$ cat src/rtl/matmul_seq_if.sv
`default_nettype none
// ============================================================================
// Module      : matmul_seq_if
// Description : Job handshake and DRAM port bundle for the matrix-multiply
//               sequencer. The slave side is the sequencer; the master side
//               is the control unit / memory environment.
// Revision    : 1.0 - initial release
// ============================================================================
interface matmul_seq_if #(
  parameter int WIDTH  = 8,
  parameter int ADDR_W = 8
);
  logic              start;
  logic [ADDR_W-1:0] dim_m;
  logic [ADDR_W-1:0] dim_k;
  logic [ADDR_W-1:0] dim_n;
  logic [ADDR_W-1:0] base_a;
  logic [ADDR_W-1:0] base_b;
  logic [ADDR_W-1:0] base_c;
  logic              busy;
  logic              done;
  logic [ADDR_W-1:0] mem_addr;
  logic              mem_rd;
  logic [WIDTH-1:0]  mem_rdata;
  logic              mem_wr;
  logic [WIDTH-1:0]  mem_wdata;

  modport master (
    output start, dim_m, dim_k, dim_n, base_a, base_b, base_c, mem_rdata,
    input  busy, done, mem_addr, mem_rd, mem_wr, mem_wdata
  );

  modport slave (
    input  start, dim_m, dim_k, dim_n, base_a, base_b, base_c, mem_rdata,
    output busy, done, mem_addr, mem_rd, mem_wr, mem_wdata
  );
endinterface
`default_nettype wire

$ cat src/rtl/matmul_seq.sv
`default_nettype none
// ============================================================================
// Module      : matmul_seq
// Description : Sequencer computing C = A x B over a single-port DRAM.
//               A is MxK, B is KxN, C is MxN, all row-major. Each output
//               element takes 3K+1 cycles (K x {RD_A, RD_B, MAC} + WR_C).
//               Optional feature macro MATMUL_SAT_EN: unsigned saturating
//               accumulation; otherwise the accumulator wraps mod 2^WIDTH.
// Revision    : 1.0 - initial release
// ============================================================================
module matmul_seq #(
  parameter int WIDTH  = 8,
  parameter int ADDR_W = 8
) (
  input  logic         clk,
  input  logic         rst,
  matmul_seq_if.slave  bus
);

  typedef enum logic [2:0] {
    S_IDLE = 3'd0,
    S_RD_A = 3'd1,
    S_RD_B = 3'd2,
    S_MAC  = 3'd3,
    S_WR_C = 3'd4,
    S_DONE = 3'd5
  } state_t;

  localparam logic [ADDR_W-1:0] c_one = ADDR_W'(1);

  state_t            r_state;
  state_t            w_next_state;

  // Latched job descriptor
  logic [ADDR_W-1:0] r_dim_m;
  logic [ADDR_W-1:0] r_dim_k;
  logic [ADDR_W-1:0] r_dim_n;
  logic [ADDR_W-1:0] r_base_b;

  // Loop counters and running address pointers. Row pointers advance by
  // K (for A) and N (for C) when i increments, and the B pointer walks down
  // a column by N per k step, so no multiplier is needed for addressing.
  logic [ADDR_W-1:0] r_i;
  logic [ADDR_W-1:0] r_j;
  logic [ADDR_W-1:0] r_k;
  logic [ADDR_W-1:0] r_a_row;
  logic [ADDR_W-1:0] r_c_row;
  logic [ADDR_W-1:0] r_b_ptr;

  logic [WIDTH-1:0]  r_a_reg;
  logic [WIDTH-1:0]  r_acc;
  logic [WIDTH-1:0]  w_acc_next;

  logic              w_last_k;
  logic              w_last_j;
  logic              w_last_i;
  logic              w_zero_dim;

  assign w_last_k   = (r_k == r_dim_k - c_one);
  assign w_last_j   = (r_j == r_dim_n - c_one);
  assign w_last_i   = (r_i == r_dim_m - c_one);
  assign w_zero_dim = (bus.dim_m == '0) || (bus.dim_k == '0) || (bus.dim_n == '0);

`ifdef MATMUL_SAT_EN
  localparam logic [WIDTH-1:0] c_acc_max = '1;

  logic [2*WIDTH-1:0] w_prod;
  logic [2*WIDTH:0]   w_sum;

  // Full-width product and sum; any bit above WIDTH means overflow, and a
  // saturated accumulator stays saturated because products are unsigned.
  always_comb begin
    w_prod     = {{WIDTH{1'b0}}, r_a_reg} * {{WIDTH{1'b0}}, bus.mem_rdata};
    w_sum      = {1'b0, w_prod} + {{(WIDTH+1){1'b0}}, r_acc};
    w_acc_next = (|w_sum[2*WIDTH:WIDTH]) ? c_acc_max : w_sum[WIDTH-1:0];
  end
`else
  logic [WIDTH-1:0] w_prod_lo;

  // Wrapping accumulation only needs the low WIDTH bits of the product.
  always_comb begin
    w_prod_lo  = r_a_reg * bus.mem_rdata;
    w_acc_next = r_acc + w_prod_lo;
  end
`endif

  // State register
  always_ff @(posedge clk) begin
    if (rst) begin
      r_state <= S_IDLE;
    end else begin
      r_state <= w_next_state;
    end
  end

  // Next-state logic and registered-state output decode
  always_comb begin
    w_next_state  = r_state;
    bus.busy      = 1'b0;
    bus.done      = 1'b0;
    bus.mem_rd    = 1'b0;
    bus.mem_wr    = 1'b0;
    bus.mem_addr  = '0;
    bus.mem_wdata = '0;
    case (r_state)
      S_IDLE: begin
        if (bus.start) begin
          w_next_state = w_zero_dim ? S_DONE : S_RD_A;
        end
      end
      S_RD_A: begin
        bus.busy     = 1'b1;
        bus.mem_rd   = 1'b1;
        bus.mem_addr = r_a_row + r_k;
        w_next_state = S_RD_B;
      end
      S_RD_B: begin
        bus.busy     = 1'b1;
        bus.mem_rd   = 1'b1;
        bus.mem_addr = r_b_ptr;
        w_next_state = S_MAC;
      end
      S_MAC: begin
        bus.busy     = 1'b1;
        w_next_state = w_last_k ? S_WR_C : S_RD_A;
      end
      S_WR_C: begin
        bus.busy      = 1'b1;
        bus.mem_wr    = 1'b1;
        bus.mem_addr  = r_c_row + r_j;
        bus.mem_wdata = r_acc;
        w_next_state  = (w_last_i && w_last_j) ? S_DONE : S_RD_A;
      end
      S_DONE: begin
        bus.done     = 1'b1;
        w_next_state = S_IDLE;
      end
      default: begin
        w_next_state = S_IDLE;
      end
    endcase
  end

  // Datapath: job latch, loop counters, address pointers and accumulator
  always_ff @(posedge clk) begin
    if (rst) begin
      r_dim_m  <= '0;
      r_dim_k  <= '0;
      r_dim_n  <= '0;
      r_base_b <= '0;
      r_i      <= '0;
      r_j      <= '0;
      r_k      <= '0;
      r_a_row  <= '0;
      r_c_row  <= '0;
      r_b_ptr  <= '0;
      r_a_reg  <= '0;
      r_acc    <= '0;
    end else begin
      case (r_state)
        S_IDLE: begin
          if (bus.start) begin
            r_dim_m  <= bus.dim_m;
            r_dim_k  <= bus.dim_k;
            r_dim_n  <= bus.dim_n;
            r_base_b <= bus.base_b;
            r_a_row  <= bus.base_a;
            r_c_row  <= bus.base_c;
            r_b_ptr  <= bus.base_b;
            r_i      <= '0;
            r_j      <= '0;
            r_k      <= '0;
            r_acc    <= '0;
          end
        end
        S_RD_B: begin
          r_a_reg <= bus.mem_rdata;
        end
        S_MAC: begin
          r_acc <= w_acc_next;
          if (w_last_k) begin
            r_k <= '0;
          end else begin
            r_k     <= r_k + c_one;
            r_b_ptr <= r_b_ptr + r_dim_n;
          end
        end
        S_WR_C: begin
          r_acc <= '0;
          if (w_last_j) begin
            // Next row of C: restart B at column 0, move A and C rows down.
            r_j     <= '0;
            r_i     <= r_i + c_one;
            r_a_row <= r_a_row + r_dim_k;
            r_c_row <= r_c_row + r_dim_n;
            r_b_ptr <= r_base_b;
          end else begin
            r_j     <= r_j + c_one;
            r_b_ptr <= r_base_b + r_j + c_one;
          end
        end
        default: begin
        end
      endcase
    end
  end

endmodule
`default_nettype wire
$ cat src/flat_wrapper.sv
// flat-port wrapper written by rule: the top's interface ports become plain ports
module matmul_seq_flat 
#(
  parameter int WIDTH  = 8,
  parameter int ADDR_W = 8
)
  (clk, rst, bus_start, bus_dim_m, bus_dim_k, bus_dim_n, bus_base_a, bus_base_b, bus_base_c, bus_mem_rdata, bus_busy, bus_done, bus_mem_addr, bus_mem_rd, bus_mem_wr, bus_mem_wdata);
  matmul_seq_if #(.WIDTH(WIDTH), .ADDR_W(ADDR_W)) bus_i ();
  input  logic clk;
  input  logic rst;
  input wire logic [$bits(bus_i.start)-1:0] bus_start;
  input wire logic [$bits(bus_i.dim_m)-1:0] bus_dim_m;
  input wire logic [$bits(bus_i.dim_k)-1:0] bus_dim_k;
  input wire logic [$bits(bus_i.dim_n)-1:0] bus_dim_n;
  input wire logic [$bits(bus_i.base_a)-1:0] bus_base_a;
  input wire logic [$bits(bus_i.base_b)-1:0] bus_base_b;
  input wire logic [$bits(bus_i.base_c)-1:0] bus_base_c;
  input wire logic [$bits(bus_i.mem_rdata)-1:0] bus_mem_rdata;
  output wire logic [$bits(bus_i.busy)-1:0] bus_busy;
  output wire logic [$bits(bus_i.done)-1:0] bus_done;
  output wire logic [$bits(bus_i.mem_addr)-1:0] bus_mem_addr;
  output wire logic [$bits(bus_i.mem_rd)-1:0] bus_mem_rd;
  output wire logic [$bits(bus_i.mem_wr)-1:0] bus_mem_wr;
  output wire logic [$bits(bus_i.mem_wdata)-1:0] bus_mem_wdata;
  assign bus_i.start = bus_start;
  assign bus_i.dim_m = bus_dim_m;
  assign bus_i.dim_k = bus_dim_k;
  assign bus_i.dim_n = bus_dim_n;
  assign bus_i.base_a = bus_base_a;
  assign bus_i.base_b = bus_base_b;
  assign bus_i.base_c = bus_base_c;
  assign bus_i.mem_rdata = bus_mem_rdata;
  assign bus_busy = bus_i.busy;
  assign bus_done = bus_i.done;
  assign bus_mem_addr = bus_i.mem_addr;
  assign bus_mem_rd = bus_i.mem_rd;
  assign bus_mem_wr = bus_i.mem_wr;
  assign bus_mem_wdata = bus_i.mem_wdata;
  matmul_seq #(.WIDTH(WIDTH), .ADDR_W(ADDR_W)) u_core (.clk(clk), .rst(rst), .bus(bus_i));
endmodule
$ cat config.mk
export PLATFORM = sky130hd
export DESIGN_NAME = matmul_seq_flat
export DESIGN_NICKNAME = d
export VERILOG_FILES = /design/src/rtl/matmul_seq_if.sv /design/src/rtl/matmul_seq.sv /design/src/flat_wrapper.sv
export SDC_FILE = /design/constraint.sdc
export NUM_CORES = 1
export LEC_CHECK = 0
export BUFFER_PORTS_ARGS = -buffer_cell sky130_fd_sc_hd__buf_2
export CAP_MARGIN = 5
export CELL_PAD_IN_SITES_DETAIL_PLACEMENT = 1
export CELL_PAD_IN_SITES_GLOBAL_PLACEMENT = 1
export CORE_ASPECT_RATIO = 1.5
export CORE_UTILIZATION = 41
export CTS_CLUSTER_SIZE = 10
export DETAILED_ROUTE_END_ITERATION = 16
export PLACE_DENSITY = 0.85
export REMOVE_ABC_BUFFERS = 1
export SYNTH_ARGS = -nofsm -noshare
export SYNTH_HDL_FRONTEND = slang
export SYNTH_SLANG_ARGS = --single-unit
$ cat constraint.sdc
create_clock -name clk -period 4.3 [get_ports clk]
set_input_delay 0.645 -clock clk [delete_from_list [all_inputs] [get_ports clk]]
set_output_delay 0.645 -clock clk [all_outputs]
set_load 0.01 [all_outputs]
==> flow_summary.rst, run 1 <==
.. list-table::
   :header-rows: 1

   * - Metric
     - Value
   * - Largest stage delay on the critical path
     - 0.53 ns
   * - Highest clock rate
     - 249 MHz
   * - Run status
     - completed
   * - Starting DRT DRC Count
     - 316
   * - Leak
     - 3.74 nW
   * - Final standard cell count with taps included and fillers excluded
     - 1305
   * - Headroom to the max-slew limit
     - 0.381
   * - Sequential cell area
     - 1980 sq um
   * - Highest metal used
     - met4
   * - Drt first pass iters
     - 5
   * - Worst path top cell family by delay
     - adder cells
   * - Max-cap violation count
     - 0
   * - Cell-by-cell trace of the critical path
     - nand2_1 > fa_1 > inv_1 > ha_1 > ha_1 > inv_1 > fa_1 > inv_1 > ha_1 > fa_1 > a21o_1 > a21oi_1 > xnor2_1 > xnor2_1 > a22oi_1 > nor2_1
   * - Final number of setup-violating endpoints
     - 0
   * - Horizontal die dimension
     - 115 microns
   * - Max Slew Vio Count
     - 0
   * - Worst setup path category
     - reg2reg
   * - Maximum number of pins on one net before global-route repair
     - 67
   * - Master cell of the clock root buffer
     - sky130_fd_sc_hd__clkbuf_16
   * - Fill cells
     - 2333
   * - HP Class
     - reg2reg
   * - Final period demand of the worst path
     - 4.01 ns
   * - Mean instance size in the synthesized netlist
     - 7.88 sq um
   * - Setup TNS
     - 0 ns
   * - Final clock skew
     - 0.0142 ns
   * - Slowest stage cell on the critical path
     - sky130_fd_sc_hd__fa_1
   * - Maximum fanout encountered on the critical timing path
     - 7
   * - Data required, critical path
     - 4.51 ns
   * - Clock-pin slew on the worst setup and hold paths
     - 0.08 ns
   * - Share of synthesized flip-flops with an asynchronous set or reset
     - 0
   * - Setup repair after global routing missed its margin
     - false
   * - Worst-skew pair later-pin latency
     - 0.36 ns
   * - Clock tree from TritonCTS
     - done
   * - Most common flop cell mapped by yosys
     - sky130_fd_sc_hd__dfxtp_1
   * - Row Count
     - 61
   * - CP endpoint kind
     - register
   * - CP Launch Type
     - register
   * - H-tree depth reported by CTS
     - 3
   * - Initial Utilization
     - 0.422
   * - Number of warnings issued by yosys
     - 0
   * - Die Y
     - 172 microns
   * - Post-synthesis cell count
     - 1002
   * - Sum of routed wire segments on met1
     - 9.69 mm
   * - Met2 wire length
     - 12.7 mm
   * - DIE AREA
     - 19800 sq um
   * - Number of enable flip-flop cells after synthesis
     - 0
   * - Clk sinks
     - 99
   * - Diode count
     - 0
   * - Placeable core area
     - 18700 sq um
   * - Count of input and output buffers
     - 78
   * - Flops & latches, synth
     - 99
   * - Post-CTS Setup Repair Bufs
     - 0
   * - Antenna Nets Post-Route
     - 0
   * - Area grow syn2layout
     - 11.0%
   * - Final Cycle Share
     - 0.933
   * - Average vias per placed instance
     - 5.80
   * - HPWL after DPL
     - 18.6 mm
   * - Worst slack at placement
     - -0.0543 ns
   * - Routed length per placed instance
     - 18.6 microns
   * - Library cell with the largest summed area after synthesis
     - sky130_fd_sc_hd__dfxtp_1
   * - Global routing usage summed across all routing layers
     - 0.258
   * - Endpoints failing hold
     - 0
   * - Cell area after technology mapping
     - 7900 sq um
   * - Weighted congestion reported at the end of routability-driven placement
     - 0.891
   * - Max Root-Sink Buffers
     - 2
   * - Main area contributors after synthesis
     - sky130_fd_sc_hd__dfxtp_1 (25%), sky130_fd_sc_hd__ha_1 (10%), sky130_fd_sc_hd__nand2_1 (7.1%), sky130_fd_sc_hd__fa_1 (6.1%), sky130_fd_sc_hd__xnor2_1 (5.5%)
   * - Commonest non-fill, non-tap cell in the layout
     - sky130_fd_sc_hd__nand2_1
   * - Post-route DRC
     - 0
   * - Via count of the first global-routing pass
     - 7986
   * - Detailed-route via count
     - 7565
   * - IO Pins
     - 79
   * - Synth cell types
     - 68
   * - Wire length on met3
     - 751 microns
   * - Maximum VDD drop
     - 0.000163 V
   * - First-pass GRT wire length
     - 39.9 mm
   * - Part of the Yosys area used for sequential elements
     - 0.251
   * - Share of cells above drive strength 1
     - 0.114
   * - Slew at the pin closest to its max-slew limit
     - 0.927 ns
   * - Combined area of the multi-input logic cells
     - 5460 sq um
   * - Fraction of synthesized cell area taken by the top area cell type
     - 0.251
   * - Worst hold margin
     - 0.478 ns
   * - Buffers and inverters on the worst path
     - 3
   * - Total power of the final layout
     - 0.00246 W
   * - Commonest cells after routing, fill and taps aside
     - sky130_fd_sc_hd__nand2_1 (148), sky130_fd_sc_hd__dfxtp_1 (99), sky130_fd_sc_hd__a21oi_1 (79)
   * - Post-cts gate resize count
     - 0
   * - # hold bufs at CTS
     - 0
   * - Data arrival time of the critical path
     - 4.23 ns
   * - Total CTS buffers
     - 9
   * - Drt total wl
     - 24.3 mm
   * - Total placed cells including tap cells
     - 1289
   * - Crit path setup slack, layout
     - 0.288 ns
   * - Power density over the cells
     - 280 nW/um^2
   * - Aggregate global routing overflow
     - 0
   * - Number of antenna violations at the first check in global routing
     - 0
   * - Number of nets in the final layout
     - 1196
-- power by group --
group | switching [W] | internal [W]
registers | 0.0000779 | 0.000967
clock network | 0.000418 | 0.000414
logic | 0.000345 | 0.000233
total | 0.000841 | 0.00161
-- metrics by stage --
stage | cell area, sq um | utilization
final | 8770 | 0.469
after global routing | 8770 | 0.469
after floorplan | 7670 | -
after CTS | 8770 | 0.469
after global placement | 8470 | 0.453
after detailed placement | 8470 | 0.453
-- worst min-delay path, delay by kind of cell, from the launching register on --
family	cells	cell delay [ns]
flip-flops	1	0.32
AND/OR/NAND/NOR	1	0.06
AO/OA/AOI/OAI	1	0.06
-- layer usage --
| metal | vias up | GRT usage |
|---|---|---|
| li1 | 3611 | - |
| met1 | 3687 | 0.278 |
| met2 | 197 | 0.486 |
| met3 | 70 | 0.0277 |
| met4 | 0 | 0.138 |
| met5 | - | 0 |
-- cell usage after synthesis (6+ instances only) --
cell type / instances
sky130_fd_sc_hd__a22o_1: 6
sky130_fd_sc_hd__nor2b_1: 11
sky130_fd_sc_hd__xor2_1: 32
sky130_fd_sc_hd__a21o_1: 12
sky130_fd_sc_hd__nand3_1: 33
sky130_fd_sc_hd__nor3_1: 20
sky130_fd_sc_hd__nor2_1: 75
sky130_fd_sc_hd__inv_1: 65
sky130_fd_sc_hd__nand2b_1: 10
sky130_fd_sc_hd__nor4_1: 9
sky130_fd_sc_hd__o21ai_0: 29
sky130_fd_sc_hd__fa_1: 24
sky130_fd_sc_hd__a222oi_1: 6
sky130_fd_sc_hd__and2_1: 11
sky130_fd_sc_hd__buf_2: 12
sky130_fd_sc_hd__xnor2_1: 50
sky130_fd_sc_hd__a311oi_1: 12
sky130_fd_sc_hd__dfxtp_1: 99
sky130_fd_sc_hd__nand3b_1: 9
sky130_fd_sc_hd__a211oi_1: 25
sky130_fd_sc_hd__a21oi_1: 79
sky130_fd_sc_hd__a22oi_1: 15
sky130_fd_sc_hd__o211ai_1: 7
sky130_fd_sc_hd__nand2_1: 149
sky130_fd_sc_hd__clkbuf_1: 37
sky130_fd_sc_hd__ha_1: 65
sky130_fd_sc_hd__or3_1: 7
sky130_fd_sc_hd__and3_1: 9
sky130_fd_sc_hd__o21bai_1: 6
sky130_fd_sc_hd__nor3b_1: 6
-- final cells by class --
cell class / instances / area share
clock buffer: 9 / 0.0257
clock inverter: 7 / 0.00870
inverter: 66 / 0.0283
multi-input combinational: 785 / 0.623
sequential: 99 / 0.226
tap: 252 / 0.0360
timing repair buffer: 87 / 0.0522
-- cell families after synthesis --
group / synth area share
flops: 0.251
mux: 0.00507
simple gates: 0.219
compound gates: 0.211
xor+xnor: 0.0909
buf+inv: 0.0599
fa+ha+maj: 0.164
-- worst paths after layout --
path                                        start           endpoint  slack (ns)  depth (start not counted)
worst max register to register  u_core.r_a_reg[2]    u_core.r_acc[7]        0.29                         16
worst min-delay path            u_core.r_dim_m[7]  u_core.r_dim_m[7]        0.48                          2
worst min register to register  u_core.r_dim_m[7]  u_core.r_dim_m[7]        0.48                          2
worst max-delay path            u_core.r_a_reg[2]    u_core.r_acc[7]        0.29                         16
Note: power is estimated with default switching activity, not from simulation.
==> inputs of run 2 (changes only) <==
- CAP_MARGIN: 5 -> unset
- REMOVE_ABC_BUFFERS: 1 -> unset
==> flow_summary.rst, run 2 (synthesis results as in run 1) <==
.. list-table::
   :header-rows: 1

   * - Metric
     - Value
   * - Sequential cell area
     - 1980 sq um
   * - Worst setup path category
     - reg2reg
   * - Starting DRT DRC Count
     - 455
   * - CP endpoint kind
     - register
   * - Row Count
     - 61
   * - Power density over the cells
     - 287 nW/um^2
   * - Aggregate global routing overflow
     - 0
   * - Post-placement cell area
     - 8480 sq um
   * - Weighted congestion reported at the end of routability-driven placement
     - 0.893
   * - HPWL after DPL
     - 18.7 mm
   * - Total power of the final layout
     - 0.00253 W
   * - Max Root-Sink Buffers
     - 2
   * - Commonest non-fill, non-tap cell in the layout
     - sky130_fd_sc_hd__nand2_1
   * - CP Launch Type
     - register
   * - Via count of the first global-routing pass
     - 7916
   * - Fill cells
     - 2327
   * - Largest stage delay on the critical path
     - 0.53 ns
   * - Post-route DRC
     - 0
   * - Reported net switching power
     - 0.000853 W
   * - Post-Synthesis Net Count
     - 1150
   * - Cell internal pwr
     - 0.00167 W
   * - Finished layout cell area
     - 8800 sq um
   * - Average vias per placed instance
     - 5.80
   * - Maximum number of pins on one net before global-route repair
     - 68
   * - Drt first pass iters
     - 5
   * - Maximum fanout encountered on the critical timing path
     - 6
   * - Clock Power Share
     - 0.357
   * - Area grow syn2layout
     - 11.4%
   * - Horizontal die dimension
     - 115 microns
   * - Share of cells above drive strength 1
     - 0.116
   * - Data arrival time of the critical path
     - 4.21 ns
   * - Post-CTS Setup Repair Bufs
     - 0
   * - Combinational group share of total power
     - 0.230
   * - Final number of setup-violating endpoints
     - 0
   * - Slew at the pin closest to its max-slew limit
     - 0.921 ns
   * - Antenna Nets Post-Route
     - 0
   * - Die Y
     - 172 microns
   * - Post-cts gate resize count
     - 0
   * - Switching share of power
     - 0.338
   * - Setup repair after global routing missed its margin
     - false
   * - Master cell of the clock root buffer
     - sky130_fd_sc_hd__clkbuf_16
   * - Slowest stage cell on the critical path
     - sky130_fd_sc_hd__fa_1
   * - Number of nets in the final layout
     - 1198
   * - Cell type with the highest occurrence count on the critical path
     - sky130_fd_sc_hd__fa_1
   * - Detailed-route via count
     - 7587
   * - Count of input and output buffers
     - 78
   * - # hold bufs at CTS
     - 0
   * - IO Pins
     - 79
   * - Initial Utilization
     - 0.422
   * - Data required, critical path
     - 4.55 ns
   * - Max Slew Vio Count
     - 0
   * - DIE AREA
     - 19800 sq um
   * - H-tree depth reported by CTS
     - 3
   * - First-pass GRT wire length
     - 40.2 mm
   * - Leak
     - 3.75 nW
   * - Worst slack at placement
     - -0.00401 ns
   * - Worst-skew pair later-pin latency
     - 0.37 ns
   * - Global routing usage summed across all routing layers
     - 0.262
   * - Fraction of power consumed by sequential logic
     - 0.413
   * - Run status
     - completed
   * - Maximum VDD drop
     - 0.000216 V
   * - Drt total wl
     - 24.7 mm
   * - Cell-by-cell trace of the critical path
     - nand2_1 > fa_1 > inv_1 > fa_1 > ha_1 > inv_1 > fa_1 > inv_1 > fa_1 > a21o_1 > a21oi_1 > xnor2_1 > xnor2_1 > a22oi_1 > nor2_1
   * - Clk sinks
     - 99
   * - Max-cap violation count
     - 0
   * - Crit path setup slack, layout
     - 0.334 ns
   * - Total CTS buffers
     - 9
   * - Clock-pin slew on the worst setup and hold paths
     - 0.08 ns
   * - Number of antenna violations at the first check in global routing
     - 0
   * - R2r worst-path depth
     - 15
   * - HP Class
     - reg2reg
   * - Placeable core area
     - 18700 sq um
   * - Commonest cells after routing, fill and taps aside
     - sky130_fd_sc_hd__nand2_1 (148), sky130_fd_sc_hd__dfxtp_1 (99), sky130_fd_sc_hd__a21oi_1 (79)
   * - Endpoints failing hold
     - 0
   * - Combined area of the multi-input logic cells
     - 5460 sq um
   * - Final Cycle Share
     - 0.922
   * - Highest clock rate
     - 252 MHz
   * - Routed length per placed instance
     - 18.9 microns
   * - Headroom to the max-slew limit
     - 0.384
   * - Final period demand of the worst path
     - 3.97 ns
   * - Worst hold margin
     - 0.477 ns
   * - Worst Hold Depth
     - 2
   * - Diode count
     - 0
   * - Final clock skew
     - 0.00892 ns
   * - Clock tree from TritonCTS
     - done
[run 2: area by class of cell]
class	count	share of cell area
Inverter	66	0.0282
Sequential cell	99	0.225
Clock inverter	7	0.0102
Tap cell	252	0.0358
Clock buffer	9	0.0256
Multi-Input combinational cell	785	0.621
Timing Repair Buffer	89	0.0538
[run 2: power by group through the flow]
stage | clock [W] | combinational, W | sequential (W)
after floorplan | 0 | 0.000422 | 0.00103
after global placement | 0 | 0.000552 | 0.00106
after detailed placement | 0 | 0.000578 | 0.00106
after CTS | 0.000914 | 0.000583 | 0.00104
after global routing | 0.000948 | 0.000651 | 0.00105
final | 0.000902 | 0.000582 | 0.00104
[run 2: per-stage QoR]
step            util  TNS (ns)  instances
2_1_floorplan      -         0       1002
3_3_place_gp   0.454         0       1291
3_5_place_dp   0.454  -0.00401       1291
4_1_cts        0.470         0       1307
5_1_grt        0.470         0       1307
6_report       0.470         0       1307
[run 2: path summary, 6_finish.rpt]
| path | from | to | slack [ns] |
|---|---|---|---|
| worst min-delay path | u_core.r_base_b[7] | u_core.r_base_b[7] | 0.48 |
| worst max-delay path | u_core.r_a_reg[3] | u_core.r_acc[7] | 0.33 |
| worst min register to register | u_core.r_base_b[7] | u_core.r_base_b[7] | 0.48 |
| worst max register to register | u_core.r_a_reg[3] | u_core.r_acc[7] | 0.33 |
[run 2: layer usage]
layer / global-route usage / share of wire / vias to the layer above
li1: - / - / 3627
met1: 0.295 / 0.40 / 3655
met2: 0.464 / 0.50 / 222
met3: 0.0403 / 0.046 / 83
met4: 0.155 / 0.050 / 0
met5: 0 / 0 / -
[run 2: worst max-delay path: cells and delay by family (launching register included)]
family	cells	cell delay (ns)
xor gates and xnor gates	2	0.26
adders and majority gates	5	2.25
DFF	1	0.47
buffers and inverters	3	0.17
AOI/OAI and AO/OA	3	0.50
and+or+nand+nor	2	0.18
